$ cat config.mk
export PLATFORM = sky130hd
export DESIGN_NAME = alu_cmd_sequencer
export DESIGN_NICKNAME = d
export VERILOG_FILES = /design/src/rtl/alu_cmd_sequencer.sv
export SDC_FILE = /design/constraint.sdc
export NUM_CORES = 1
export LEC_CHECK = 0
export CAP_MARGIN = 0
export CORE_MARGIN = 8
export CORE_UTILIZATION = 35
export CTS_CLUSTER_SIZE = 24
export DETAILED_ROUTE_END_ITERATION = 8
export PLACE_DENSITY_LB_ADDON = 0.15
export SLEW_MARGIN = 20
export SYNTH_ARGS = -nofsm -noshare
export SYNTH_HDL_FRONTEND = slang
export SYNTH_SLANG_ARGS = --single-unit
$ cat constraint.sdc
create_clock -name clk -period 2 [get_ports clk]
set_input_delay 0.3 -clock clk [delete_from_list [all_inputs] [get_ports clk]]
set_output_delay 0.3 -clock clk [all_outputs]
set_load 0.01 [all_outputs]
$ cat src/rtl/alu_cmd_sequencer.sv
// alu_cmd_sequencer
//   Queues ALU commands in a small FIFO and feeds the head entry to an external
//   combinational ALU. It captures the ALU result into a registered output
//   stage that uses a valid/ready handshake.
//
//   Parameter DEPTH : number of FIFO entries (power of two, 2..16).
//   clk, rst_n      : rising-edge clock, asynchronous active-low reset.
//   in_*            : command input handshake {in_sel, in_a, in_b}.
//   alu_a/b/sel     : head-of-FIFO operands to the ALU (0 when the FIFO is empty).
//   alu_y/carry     : ALU result inputs.
//   out_*           : registered result handshake plus the op code that produced it.
//   Optional macro ALU_ZERO_FLAG_EN adds out_zero, which is registered
//   alongside out_y.
module alu_cmd_sequencer #(
  parameter int unsigned DEPTH = 4
) (
  input  logic       clk,
  input  logic       rst_n,
  input  logic       in_valid,
  output logic       in_ready,
  input  logic [2:0] in_sel,
  input  logic [3:0] in_a,
  input  logic [3:0] in_b,
  output logic [3:0] alu_a,
  output logic [3:0] alu_b,
  output logic [2:0] alu_sel,
  input  logic [3:0] alu_y,
  input  logic       alu_carry,
  output logic       out_valid,
  input  logic       out_ready,
  output logic [3:0] out_y,
  output logic       out_carry,
  output logic [2:0] out_sel
`ifdef ALU_ZERO_FLAG_EN
  ,
  output logic       out_zero
`endif
);

  localparam int unsigned PW = $clog2(DEPTH);
  localparam int unsigned CW = PW + 1;
  localparam logic [CW-1:0] FULL_C = CW'(DEPTH);

  logic [10:0]   mem_q [DEPTH];
  logic [PW-1:0] wptr_q, wptr_d;
  logic [PW-1:0] rptr_q, rptr_d;
  logic [CW-1:0] count_q, count_d;
  logic          en_q;
  logic          out_valid_q, out_valid_d;
  logic [3:0]    out_y_q, out_y_d;
  logic          out_carry_q, out_carry_d;
  logic [2:0]    out_sel_q, out_sel_d;
  logic          push, issue, empty;
  logic [10:0]   head;

  // en_q holds in_ready low during reset and releases it on the first edge
  // after reset. in_ready therefore comes only from registered state.
  assign empty    = (count_q == '0);
  assign in_ready = en_q && (count_q < FULL_C);
  assign push     = in_valid && in_ready;
  assign issue    = !empty && (!out_valid_q || out_ready);
  assign head     = mem_q[rptr_q];

  always_comb begin
    alu_sel = '0;
    alu_a   = '0;
    alu_b   = '0;
    if (!empty) begin
      alu_sel = head[10:8];
      alu_a   = head[7:4];
      alu_b   = head[3:0];
    end
  end

  always_comb begin
    wptr_d      = wptr_q;
    rptr_d      = rptr_q;
    count_d     = count_q;
    out_valid_d = out_valid_q;
    out_y_d     = out_y_q;
    out_carry_d = out_carry_q;
    out_sel_d   = out_sel_q;
    if (push) wptr_d = wptr_q + 1'b1;
    if (issue) begin
      rptr_d      = rptr_q + 1'b1;
      out_valid_d = 1'b1;
      out_y_d     = alu_y;
      out_carry_d = alu_carry;
      out_sel_d   = alu_sel;
    end else if (out_ready) begin
      out_valid_d = 1'b0;
    end
    case ({push, issue})
      2'b10:   count_d = count_q + 1'b1;
      2'b01:   count_d = count_q - 1'b1;
      default: count_d = count_q;
    endcase
  end

  always_ff @(posedge clk or negedge rst_n) begin
    if (!rst_n) begin
      en_q        <= 1'b0;
      wptr_q      <= '0;
      rptr_q      <= '0;
      count_q     <= '0;
      out_valid_q <= 1'b0;
      out_y_q     <= '0;
      out_carry_q <= 1'b0;
      out_sel_q   <= '0;
    end else begin
      en_q        <= 1'b1;
      wptr_q      <= wptr_d;
      rptr_q      <= rptr_d;
      count_q     <= count_d;
      out_valid_q <= out_valid_d;
      out_y_q     <= out_y_d;
      out_carry_q <= out_carry_d;
      out_sel_q   <= out_sel_d;
    end
  end

  // Storage needs no reset: count_q gates every read.
  always_ff @(posedge clk) begin
    if (push) mem_q[wptr_q] <= {in_sel, in_a, in_b};
  end

  assign out_valid = out_valid_q;
  assign out_y     = out_y_q;
  assign out_carry = out_carry_q;
  assign out_sel   = out_sel_q;

`ifdef ALU_ZERO_FLAG_EN
  logic out_zero_q;
  always_ff @(posedge clk or negedge rst_n) begin
    if (!rst_n)     out_zero_q <= 1'b0;
    else if (issue) out_zero_q <= (alu_y == '0);
  end
  assign out_zero = out_zero_q;
`endif

endmodule

[Word level (Yosys, flattened, before mapping)]
Memory sizes are Yosys's and may differ from the RTL's.
Cells that the tools add are included.
Cells by class
  add/subtract/negate cells: 4
  magnitude comparators: 1
  eq/ne operators: 2
  mux-type cells: 8
  reduce and logical (&&, ||, !) cells: 9
Operators with widths (number)
  4-bit 2-to-1 mux: 2
  3-bit one-hot mux with 2 select lines: 1
  2-bit by 1-bit adder with 2-bit output, second input constant: 2
  1-bit 2-to-1 mux: 4
  2-bit nonzero test: 2
  3-bit by 1-bit adder with 3-bit output, second input constant: 1
  1-bit logical AND: 3
  3-bit zero test: 1
  3-bit < comparator, second input constant: 1
  3-bit 2-to-1 mux: 1
  3-bit by 1-bit subtractor with 3-bit output, second input constant: 1
  2-bit by 1-bit == test with 1-bit output, second input constant: 1
  2-bit == test, second input constant: 1
  1-bit zero test: 2
  1-bit logical OR: 1
Storage, ports and cells
  bits in registers: 17
  RAM bits: 44
  bits of input ports: 20
  output and inout bits: 21
  word-level logic and storage cells: 33
  memories: 1
Memory list
  mem_q: depth 4, bits a word 11, rd ports 1, clocked after memory_dff 0, write ports 1, RTL line 44  | logic [10:0] mem_q [DEPTH];

[Longest topological paths before layout]
  depth in word-level cells: 5
  gate-level depth with buffers: 9
  mapped depth without buffers: 9

[Worst setup path before layout]
No wires, ideal clock.
  kind: reg2reg
  start point: register out_valid_q, in the netlist out_valid
  end point: register count_q[2]
  setup time: 79 ps
  data arrival time: 1764 ps
  data required time: 1921 ps
  slack: 156 ps
  stages on the path, launching flop included: 10
  buffers on the path: 1
  clock period less this slack: 1844 ps
  cells stage by stage: dfrtp_1 > nand2b_1 > nor2b_1 > buf_6 > ha_1 > inv_1 > fa_1 > xor2_1 > nor2_1 > xor2_1
On the way
  longest elaborated chain between the ends: 5
  elaborated cells on any way between the ends: 7
  classes of those cells: eq/ne: 2; mux: 1; reduce/logical: 4
Ends and longest elaborated chain
  start, declared: RTL line 49  | logic out_valid_q, out_valid_d;
  start signal, assigned: RTL line 115  | out_valid_q <= out_valid_d;
  1-bit zero test *: RTL line 61  | assign issue = !empty && (!out_valid_q || out_ready);
  1-bit logical OR *: RTL line 61
  1-bit logical AND *: RTL line 61
  net issue: RTL line 53  | logic push, issue, empty;
  2-bit by 1-bit == test with 1-bit output or 2-bit == test (tied branches): RTL line 93  | case ({push, issue})
  3-bit one-hot mux with 2 select lines or 2-bit nonzero test (tied branches)
  end signal, assigned: RTL line 114  | count_q <= count_d;
  end, declared: RTL line 47  | logic [CW-1:0] count_q, count_d;
Mark *: on every way through the listed nets, which the timed path passes. The rest lies on a longest branch.
A chain may end at the register's enable or synchronous reset.

[Worst setup path after layout]
  start point: register rptr_q[0]
  end point: output alu_a[2]
On the way
  longest elaborated chain between the ends: 2
Ends and longest elaborated chain
  start, declared: RTL line 46  | logic [PW-1:0] rptr_q, rptr_d;
  start signal, assigned: RTL line 113  | rptr_q <= rptr_d;
  memory read 4 x 11 bit
  4-bit 2-to-1 mux: RTL line 68  | if (!empty) begin
  end, declared: RTL line 24  | output logic [3:0] alu_a,
No other way between the ends.

==> summary.txt <==
Outcome
  – Status: complete, but fails checks
  – Failing checks: negative setup slack

Clock tree
  – Clock Root Buffer: clkbuf_8
  – CTS tree: yes
  – H-tree Lvls: 3
  – CTS Buffer Depth: 2
  – Post-CTS Hold Buffers: 0
  – Clock Sink Count: 61
  – Clk_lat worst skew: 0.32 ns
  – Total CTS buffers: 9
  – Clock transition at path regs: 0.07 ns

Cells and area
  – Final Core Density: 0.486
  – Finished Cell Area: 3320 um^2
  – Fin nets: 220
  – # diodes: 0
  – P&R area growth vs syn: 34.5%
  – Layout cells sized above 1: 0.342
  – Number of fill cells: 612
  – Cell Count, Final, Fillers Out: 295

Critical path
  – CP Class: flop to output port
  – CP Capture Type: output port
  – Worst path required time: 1.70 ns
  – Crit path cell chain: buf_6 -> buf_4 -> mux4_2 -> nor2b_1 -> buf_2
  – Worst Path Max Fanout: 5
  – Slowest cell on crit path: mux4_2
  – CP peak stage delay: 0.48 ns
  – Crit start category: flop
  – Critical path arrival: 1.71 ns

STA
  – Max-slew headroom: 0.492
  – Period utilization: 1.00
  – RSZ-0062 raised after global routing: yes
  – Tightest Pin Transition: 0.760 ns
  – Pins Over Slew Limit: 0
  – Max Freq: 498 MHz
  – Hold_ws: 0.422 ns
  – Final Hold Viols: 0
  – Final Skew: 0.00669 ns
  – Setup TNS: -0.00956 ns
  – Worst setup margin: -0.00830 ns
  – Count of final setup violators: 2
  – Post-layout min period: 2.01 ns

Flow run
  – Maxcap violations: 0

Route
  – Wire length per cell: 16.1 um
  – WL met1: 1.89 mm
  – Post-route DRC: 0
  – DRT Pass-1 Iters: 4
  – Routed wl met3: 202 um
  – Detailed-route via count: 1,303
  – Met2 wire len: 2.55 mm
  – Drt total wl: 4.74 mm
  – Vias per cell: 4.42
  – Post-DRT Antenna Nets: 0
  – Top Layer Used: met4
  – 1st-iter DRT viols: 42

Min path
  – Worst Hold Class: input port to asynchronous set/reset pin

Global route
  – GRT overflow: 0
  – First-pass GRT wire length: 7.47 mm
  – Vias in the first global route: 1,489
  – Largest net degree at the start of global routing: 18
  – Total GRT Usage: 0.102
  – Initial antenna violation count: 0

Synth
  – Seq/Total Area, Yosys: 0.707
  – Most frequent cell after synthesis: edfxtp_1
  – Mapped Area: 2470 um^2
  – Yosys Warn Count: 0
  – Dominant synthesized flop cell: edfxtp_1
  – Share of the synthesized area in the top cell type: 0.535
  – Netlist cell types: 24
  – Top cells by area, synth: edfxtp_1, dfrtp_1, mux4_2, ha_1, nor2b_1
  – Syn_nets: 154
  – FF+latch count, synth: 61
  – Gate Count Post-Synth: 128
  – Synth area leader: edfxtp_1
  – Synth cell count leaders: edfxtp_1, dfrtp_1, mux4_2
  – Ys async rst share: 0.279
  – Post-Syn Area per Cell: 19.3 um^2
  – Number of synthesized flops with an enable pin: 44

Floorplanning
  – Ports: 41
  – Core area: 6830 um^2
  – Row cnt: 30
  – Die height: 100 um
  – Die area: 10,000 um^2
  – Chip width: 100 um
  – Initial Util: 0.362

Placement
  – Final Wtd Congestion: 0.645
  – DP Worst Slack: -0.184 ns
  – Placed inst area: 3070 um^2
  – Placed insts: 273
  – Dpl hpwl: 3.33 mm
  – PortBufs: 40

Pwr
  – Tot Pwr: 4.71 mW
  – Worst IR Drop VDD: 0.424 mV
  – Pwr/cell area: 1420 nW/um^2
  – Leak: 1.28 nW
logic make-up (layout without fill, tap and decap cells):
| kind of cell | Yosys count | count (layout) | share of synthesized area |
|---|---|---|---|
| DFF | 61 | 61 | 0.707 |
| and+or+nand+nor | 23 | 23 | 0.0689 |
| muxes | 21 | 21 | 0.145 |
| buffers and inverters | 10 | 81 | 0.0223 |
| adders and majority gates | 6 | 6 | 0.0334 |
| xor gates and xnor gates | 6 | 6 | 0.0213 |
| other | 1 | 1 | 0.00152 |
area by class of cell:
type | count | area (um^2) | share of cell area
flip-flops and latches | 61 | 1750 | 0.527
inverters | 6 | 22.5 | 0.00678
clock buffers | 10 | 128 | 0.0384
clock inverters | 6 | 77.6 | 0.0234
multi-input cells | 57 | 691 | 0.208
well taps | 96 | 120 | 0.0362
repair buffers | 59 | 534 | 0.161
power breakdown:
part / switching, mW / internal, mW / total [mW] / leakage (nW)
combinational: 0.739 / 1.07 / 1.81 / 0.585
sequential: 0.178 / 1.59 / 1.77 / 0.591
clock: 0.438 / 0.689 / 1.13 / 0.105
total: 1.36 / 3.35 / 4.71 / 1.28
sequential cells by signal, summed over array words and instances, names as in the netlist:
| signal | flops |
|---|---|
| count_q | 3 |
| en_q | 1 |
| mem_q | 44 |
| out_carry | 1 |
| out_sel | 3 |
| out_valid | 1 |
| out_y | 4 |
| rptr_q | 2 |
| wptr_q | 2 |
layout by cell type (no fill, tap or decap), types with 6 or more instances in the layout:
| cell type | instances |
|---|---|
| clkbuf_8 | 9 |
| mux4_2 | 11 |
| buf_2 | 8 |
| buf_6 | 7 |
| buf_4 | 14 |
| dfrtp_1 | 15 |
| inv_1 | 6 |
| edfxtp_1 | 44 |
| nor2b_1 | 7 |
| clkdlybuf4s50_1 | 29 |
timing repair:
item                                    in CTS  in global routing
setup buffers                                6                  1
endpoints found under the hold margin        0                  0
gates cloned                                 0                  0
endpoints found under the setup margin      11                 12
gates resized for setup                     48                 11
worst max-delay path: cells and delay by family, from the launching register on:
kind / cells / cell delay, ns
DFF: 1 / 0.38
and+or+nand+nor: 1 / 0.14
buffers and inverters: 3 / 0.39
muxes: 1 / 0.48
path summary, 6_finish.rpt:
path,startpoint,end,slack (ns),depth (start not counted)
worst max-delay path,rptr_q[0],alu_a[2],-0.008,5
worst min register to register,out_y[0],out_y[0],0.48,1
max in group asynchronous,rst_n,rptr_q[1],1.05,1
worst max register to register,en_q,count_q[2],0.15,9
min in group clk,out_y[0],out_y[0],0.48,1
worst min-delay path,rst_n,out_carry,0.42,1
metal layers:
layer / up-vias / global-route usage
met3: 6 / 0.0325
met5: - / 0
met2: 23 / 0.177
met1: 666 / 0.104
met4: 0 / 0.0698
li1: 608 / -
No activity file was read; power rests on OpenSTA's default activity.
